<file path="src/rtl/corescore_reset_seq.sv">
// Reset sequencer: qualifies a PLL/MMCM lock, then releases core and peripheral
// resets in order, and counts lock losses that occur after core release.
module corescore_reset_seq #(
    parameter int unsigned STABLE_CYCLES = 1024,
    parameter int unsigned STAGE_CYCLES  = 16,
    parameter int unsigned LOSS_W        = 8
) (
    input  logic              i_clk,
    input  logic              i_rst,
    input  logic              i_locked,
    output logic              o_rst_core,
    output logic              o_rst_periph,
    output logic              o_ready,
    output logic [LOSS_W-1:0] o_lock_losses,
    output logic [1:0]        o_state
);

    localparam int unsigned MAX_CYCLES =
        (STABLE_CYCLES > STAGE_CYCLES) ? STABLE_CYCLES : STAGE_CYCLES;
    localparam int unsigned CNT_W = $clog2(MAX_CYCLES);
    localparam logic [CNT_W-1:0] STABLE_LAST = CNT_W'(STABLE_CYCLES - 1);
    localparam logic [CNT_W-1:0] STAGE_LAST  = CNT_W'(STAGE_CYCLES - 1);

    typedef enum logic [1:0] {
        StHold   = 2'd0,
        StStable = 2'd1,
        StStage  = 2'd2,
        StRun    = 2'd3
    } state_e;

    state_e            state_q, state_d;
    logic [CNT_W-1:0]  cnt_q, cnt_d;
    logic [LOSS_W-1:0] loss_q, loss_d;
    logic [1:0]        sync_q;
    logic              locked_s;
    logic              loss_inc;

    // i_locked is asynchronous; only sync_q[0] may sample it
    always_ff @(posedge i_clk) begin
        if (i_rst) begin
            sync_q <= 2'b00;
        end else begin
            sync_q <= {sync_q[0], i_locked};
        end
    end

    assign locked_s = sync_q[1];

    always_ff @(posedge i_clk) begin
        if (i_rst) begin
            state_q <= StHold;
            cnt_q   <= '0;
            loss_q  <= '0;
        end else begin
            state_q <= state_d;
            cnt_q   <= cnt_d;
            loss_q  <= loss_d;
        end
    end

    always_comb begin
        state_d  = state_q;
        cnt_d    = cnt_q;
        loss_inc = 1'b0;
        unique case (state_q)
            StHold: begin
                if (locked_s) begin
                    state_d = StStable;
                    cnt_d   = '0;
                end
            end
            StStable: begin
                // Lock drop wins over terminal count; not a loss, core never ran
                if (!locked_s) begin
                    state_d = StHold;
                    cnt_d   = '0;
                end else if (cnt_q == STABLE_LAST) begin
                    state_d = StStage;
                    cnt_d   = '0;
                end else begin
                    cnt_d = cnt_q + 1'b1;
                end
            end
            StStage: begin
                if (!locked_s) begin
                    state_d  = StHold;
                    cnt_d    = '0;
                    loss_inc = 1'b1;
                end else if (cnt_q == STAGE_LAST) begin
                    state_d = StRun;
                    cnt_d   = '0;
                end else begin
                    cnt_d = cnt_q + 1'b1;
                end
            end
            StRun: begin
                if (!locked_s) begin
                    state_d  = StHold;
                    cnt_d    = '0;
                    loss_inc = 1'b1;
                end
            end
        endcase
    end

    always_comb begin
        loss_d = loss_q;
        if (loss_inc && (loss_q != {LOSS_W{1'b1}})) begin
            loss_d = loss_q + 1'b1;
        end
    end

    assign o_rst_core    = (state_q == StHold) || (state_q == StStable);
    assign o_rst_periph  = (state_q != StRun);
    assign o_ready       = (state_q == StRun);
    assign o_lock_losses = loss_q;
    assign o_state       = state_q;

endmodule

</file>
<file path="config.mk">
export PLATFORM = sky130hd
export DESIGN_NAME = corescore_reset_seq
export DESIGN_NICKNAME = d
export VERILOG_FILES = /design/src/rtl/corescore_reset_seq.sv
export SDC_FILE = /design/constraint.sdc
export NUM_CORES = 1
export LEC_CHECK = 0
export CAP_MARGIN = 40
export CORE_ASPECT_RATIO = 0.5
export CORE_UTILIZATION = 45
export DETAILED_ROUTE_END_ITERATION = 6
export GPL_TIMING_DRIVEN = 0
export PLACE_DENSITY = 0.71
export SLEW_MARGIN = 10
export SYNTH_ARGS = -nofsm -noshare
export SYNTH_HDL_FRONTEND = slang
export SYNTH_SLANG_ARGS = --single-unit
export TNS_END_PERCENT = 10
</file>
<file path="constraint.sdc">
create_clock -name i_clk -period 2 [get_ports i_clk]
set_clock_uncertainty 0.1 [all_clocks]
set_input_delay 0.5 -clock i_clk [delete_from_list [all_inputs] [get_ports i_clk]]
set_output_delay 0.5 -clock i_clk [all_outputs]
set_load 0.02 [all_outputs]
</file>
# After elaboration in Yosys (flattened, before gate mapping)
# Cells that the tools add are included.
[word_totals] regBits=22 wordCells=39
[classes] add_sub_neg=2 n_eq_ne=11 n_mux=16 n_reduce_logical=6
[ops] cell="$mux 10" count=6
[ops] cell="$pmux 10 s4" count=1
[ops] cell="$mux 2" count=6
[ops] cell="$add 10x1->10 const B" count=1
[ops] cell="$eq 10x10->1 const B" count=1
[ops] cell="$eq 10x4->1 const B" count=1
[ops] cell="$add 8x1->8 const B" count=1
[ops] cell="$ne 8x8->1 const B" count=1
[ops] cell="$pmux 2 s4" count=1
[ops] cell="$ne 2x2->1 const B" count=3
[ops] cell="$ne 3x3->1 const B" count=2
[ops] cell="$eq 2x2->1 const B" count=2
[ops] cell="$reduce_and 4->1" count=1
[ops] cell="$eq 2x1->1 const B" count=1
[ops] cell="$logic_not 2->1" count=1
[ops] cell="$mux 1" count=2
[ops] cell="$reduce_and 2->1" count=1
[ops] cell="$reduce_or 2->1" count=1
[ops] cell="$logic_and 1x1->1" count=1
[ops] cell="$logic_or 1x1->1" count=1

# Depth between registers and ports, before layout
[logic_depth] word_depth=4 mapped_depth=8 mapped_depth_nobuf=7

# Least setup slack after synthesis
# OpenSTA, ideal clock, no wires.
[synth_path] path_type="register to register" startpoint="register state_q[1] (netlist: o_state[1])" endpoint="register loss_q[4] (netlist: o_lock_losses[4])" setup_time_ns=0.128 t_arrival_ns=1.660 slack_ns=0.113 stages_incl_launch_ff=7 n_path_buf=0 synth_period_minus_slack_ns=1.887 path_cell_list="dfxtp_1 > ha_1 > o21bai_1 > a41oi_2 > nand4_1 > xor2_1 > nor2_1"
[synth_between] elab_chain_cells=4 word_cells_on_any_way=5
[synth_lines] item="start: declaration" line_no="31" source="state_e state_q, state_d;"
[synth_lines] item="start signal: assignment" line_no="51" source="state_q <= StHold;"
[synth_lines] item="start signal: assignment" line_no="55" source="state_q <= state_d;"
[synth_lines] item="$eq 2x2->1"
[synth_lines] item="net o_ready" line_no="13" source="output logic o_ready,"
[synth_lines] item="$reduce_or 2->1 (no source line)"
[synth_lines] item="$mux 1"
[synth_lines] item="$logic_and 1x1->1" line_no="108" source="if (loss_inc && (loss_q != {LOSS_W{1'b1}})) begin"
[synth_lines] item="end signal: assignment" line_no="57" source="loss_q <= loss_d;"
[synth_lines] item="end: declaration" line_no="33" source="logic [LOSS_W-1:0] loss_q, loss_d;"
# The timed path passes the listed nets, and every way through them passes these cells.
# A chain may end at the register's enable or synchronous reset.

# Worst setup path after layout
[layout_path] startpoint="register state_q[0] (netlist: o_state[0])" endpoint="output o_rst_core"
[layout_between] elab_chain_cells=2 word_cells_on_any_way=3
[layout_lines] item="$eq 2x1->1 or $logic_not 2->1 (tied branches)" line_no="113" source="assign o_rst_core = (state_q == StHold) || (state_q == StStable);"
[layout_lines] item="$logic_or 1x1->1 (*)" line_no="113"
[layout_lines] item="end: declaration" line_no="11" source="output logic o_rst_core,"
# Every way passes the cells marked *; elsewhere a longest branch is shown, timed or not.

==> out/results.txt <==
Flops & latches, synth - 22
Synthesis-to-finish area growth - 23.6%
Total GRT Usage - 18.8%
Worst setup slack for register-to-register paths - 190 ps
Final-report max-slew violation count - 0
Number of levels the H-tree was split into - 1
Number of warnings issued by yosys - 0
Area of the mapped netlist - 0.00121 mm²
Dominant cell by count in the synthesized netlist - sky130_fd_sc_hd__dfxtp_1
Register area share after synthesis - 36.5%
Maximum buffer depth of the clock tree - 2
Run status - completed
Post-synth top cells - sky130_fd_sc_hd__dfxtp_1 (22), sky130_fd_sc_hd__nor2_1 (20), sky130_fd_sc_hd__nand2_1 (14)
Rows - 12
Worst hold path class - reg2reg
Power per unit of standard cell area - 661 mW/mm²
Critical Path Start - o_state[0]
Cell depth of the worst setup path - 4
Post-layout minimum cycle time - 1950 ps
Initial antenna violation count - 0
Leak Pwr - 0.000554 µW
Die outline width - 75.3 µm
Setup CP Type - reg2out
Syn Nets - 144
Multi-input gate area in the final layout - 729 µm²
Average vias per placed instance - 5.20
R2R depth - 7
Gate count after technology mapping - 135
Number of unique standard cell types used by synthesis - 38
Insertion delay of the later-clocked pin in the worst-skew pair - 260 ps
Sum of net half-perimeters after detailed placement - 1620 µm
Number of DRC markers after the initial detailed-route iteration - 37
Avg Inst Size Synth - 8.94 µm²
Clock Pin Slew Worst Setup and Hold Paths - 80 ps
Wire length of the first global-routing pass - 3950 µm
FF/Latch Area - 448 µm²
Critical-path maximum fanout - 5
Share of async-settable or async-resettable flops after synthesis - 0%
Root buffer cell - sky130_fd_sc_hd__clkbuf_8
Die height - 38.6 µm
Total overflow reported by the global router - 0
Count of final setup violators - 0
Count of antenna diodes in the layout - 0
Buffers added on ports - 15
Fraction of post-synthesis cell area in the top cell type by area - 36.5%
Worst Path Buf+Inv - 2
Num CTS Buffers - 3
Detailed-route via count - 982
Placeable core region - 0.00237 mm²
Number of enable-type register cells in the synthesized netlist - 0
# fillers - 213
Final period utilization - 97.6%
Slack of the critical path - 47.2 ps
Worst setup slack before clock tree synthesis - -193 ps
Nature of the critical path startpoint - flip-flop
Highest clock frequency the design can meet - 512 MHz
Type of destination of the critical path - output port
Initial cell density of the core - 50.9%
Pre-Repair DR Iteration Count - 4
Layout cells sized above 1 - 16.2%
TritonCTS clock tree - done
DRC violation count after routing - 0
Final layout net count - 164
Endpoint of the most critical register-to-register path - o_state[1]
Setup bufs post-CTS - 0
Final hold violations - 0
Launch point of the worst reg-to-reg path - cnt_q[0]
Post-synth top flop - sky130_fd_sc_hd__dfxtp_1
Worst path max stage delay - 380 ps
Antenna viol nets, final - 0
Vias in the first global route - 906
Total power - 986 µW
CP Capture Point - o_rst_core
Area of the die - 0.00291 mm²
Detailed-route wire length per cell - 12.1 µm
Count of hold-fix buffers inserted at cts - 0
Slowest library cell on the worst path - sky130_fd_sc_hd__dfxtp_4
Last weighted congestion value of the routability-driven placer - 0.815
Kind of cell adding the most delay to the critical path - flip-flops
Data required time of the worst path - 1400 ps
Slew Limit Headroom - 67.5%
Cell types with the largest area share after synthesis - sky130_fd_sc_hd__dfxtp_1 (36%), sky130_fd_sc_hd__xor2_1 (6.5%), sky130_fd_sc_hd__ha_1 (6.2%)
# clock sinks - 22
Pin count of the biggest net entering global routing - 14
Boundary pin count - 16
Hold WS - 346 ps
Critical-path cell list - inv_1 -> ha_4 -> or2_2 -> buf_4
Most area-hungry cell type in the Yosys netlist - sky130_fd_sc_hd__dfxtp_1
Transition time at the pin with the least slew margin - 488 ps
Post-detailed-routing wire length - 2290 µm
Maxcap violations - 0
Max VDD drop - 0.301 mV
Crit path DAT - 1350 ps
Post-CTS sizing - 9
[kinds of logic (layout without fill, tap and decap cells)]
logic type / after synthesis / after routing / synth area share [%]
and+or+nand+nor: 64 / 64 / 27.9
DFF: 22 / 22 / 36.5
AOI/OAI and AO/OA: 19 / 19 / 12.3
xor gates and xnor gates: 11 / 11 / 7.98
buffers and inverters: 9 / 28 / 4.35
adders and majority gates: 6 / 6 / 6.22
muxes: 4 / 4 / 4.77
[worst reg2reg max path: cells and delay by family (launching register included)]
| family | cells | cell delay [ps] |
|---|---|---|
| adders and majority gates | 1 | 200 |
| muxes | 1 | 230 |
| and+or+nand+nor | 3 | 510 |
| buffers and inverters | 1 | 140 |
| AOI/OAI and AO/OA | 1 | 140 |
| DFF | 1 | 370 |
[worst min-delay path by stage]
| stage | from | to | slack, ps | cells after the start |
|---|---|---|---|---|
| 2_1_floorplan | sync_q[0] | sync_q[1] | 310 | 1 |
| 3_3_place_gp | sync_q[0] | sync_q[1] | 330 | 1 |
| 3_5_place_dp | sync_q[0] | sync_q[1] | 330 | 1 |
| 4_1_cts | sync_q[0] | sync_q[1] | 350 | 1 |
| 5_1_grt | sync_q[0] | sync_q[1] | 360 | 1 |
| 6_report | sync_q[0] | sync_q[1] | 350 | 1 |
[power by group]
group,total (µW),leakage [µW],internal [µW],switching (µW)
logic,123,0.000339,55.1,68.0
registers,448,0.000179,442,5.32
clock network,415,0.0000357,267,148
[per-layer routing]
metal  vias up  part of all wire, %  track usage, %
li1        508                    -               -
met1       457                   51            24.1
met2        15                   43            31.5
met3         2                  5.1            6.77
met4         0                 0.52            2.78
met5         -                    0               0
[cell usage in the layout (no fill, tap or decap), types with 2 or more instances in the layout]
master / synthesis / final
sky130_fd_sc_hd__dfxtp_1: 22 / 20
sky130_fd_sc_hd__nand2_1: 14 / 14
sky130_fd_sc_hd__inv_1: 4 / 3
sky130_fd_sc_hd__clkbuf_8: 0 / 3
sky130_fd_sc_hd__a31oi_1: 3 / 3
sky130_fd_sc_hd__buf_4: 1 / 2
sky130_fd_sc_hd__mux2i_1: 2 / 2
sky130_fd_sc_hd__nor2_1: 20 / 20
sky130_fd_sc_hd__dfxtp_4: 0 / 2
sky130_fd_sc_hd__a21oi_1: 5 / 5
sky130_fd_sc_hd__and3_1: 4 / 4
sky130_fd_sc_hd__xnor2_1: 2 / 2
sky130_fd_sc_hd__nand3_1: 6 / 6
sky130_fd_sc_hd__clkbuf_1: 2 / 2
sky130_fd_sc_hd__o21ai_0: 4 / 4
sky130_fd_sc_hd__ha_1: 6 / 4
sky130_fd_sc_hd__nand4_1: 5 / 5
sky130_fd_sc_hd__or2_2: 2 / 2
sky130_fd_sc_hd__xor2_1: 9 / 9
sky130_fd_sc_hd__dlygate4sd2_1: 0 / 2
sky130_fd_sc_hd__buf_6: 2 / 2
sky130_fd_sc_hd__nor2b_1: 3 / 3
sky130_fd_sc_hd__clkdlybuf4s50_1: 0 / 11
[flip-flops by register name (all words and copies together), names as in the netlist]
signal / cells
o_state: 2
o_lock_losses: 8
cnt_q: 10
sync_q: 2
[final cells by class]
cell class                      count  area share [%]
Inverter                            4            1.01
Sequential cell                    22            30.0
Buffer                              5            2.51
Timing Repair Buffer               15            9.89
Multi-Input combinational cell    104            48.9
Clock inverter                      1            2.01
Clock buffer                        3            2.77
Tap cell                           35            2.93
[through the flow]
stage / area [µm²] / utilization [%] / std cells / setup TNS [ps]
floorplan: 1210 / - / 135 / 0
global placement: 1400 / 59.1 / 185 / -1350
detailed placement: 1400 / 59.1 / 185 / -1400
CTS: 1470 / 62.0 / 189 / 0
global route: 1490 / 62.9 / 189 / -5.33
finish: 1490 / 62.9 / 189 / 0
Power figures use the tool's default switching activity.
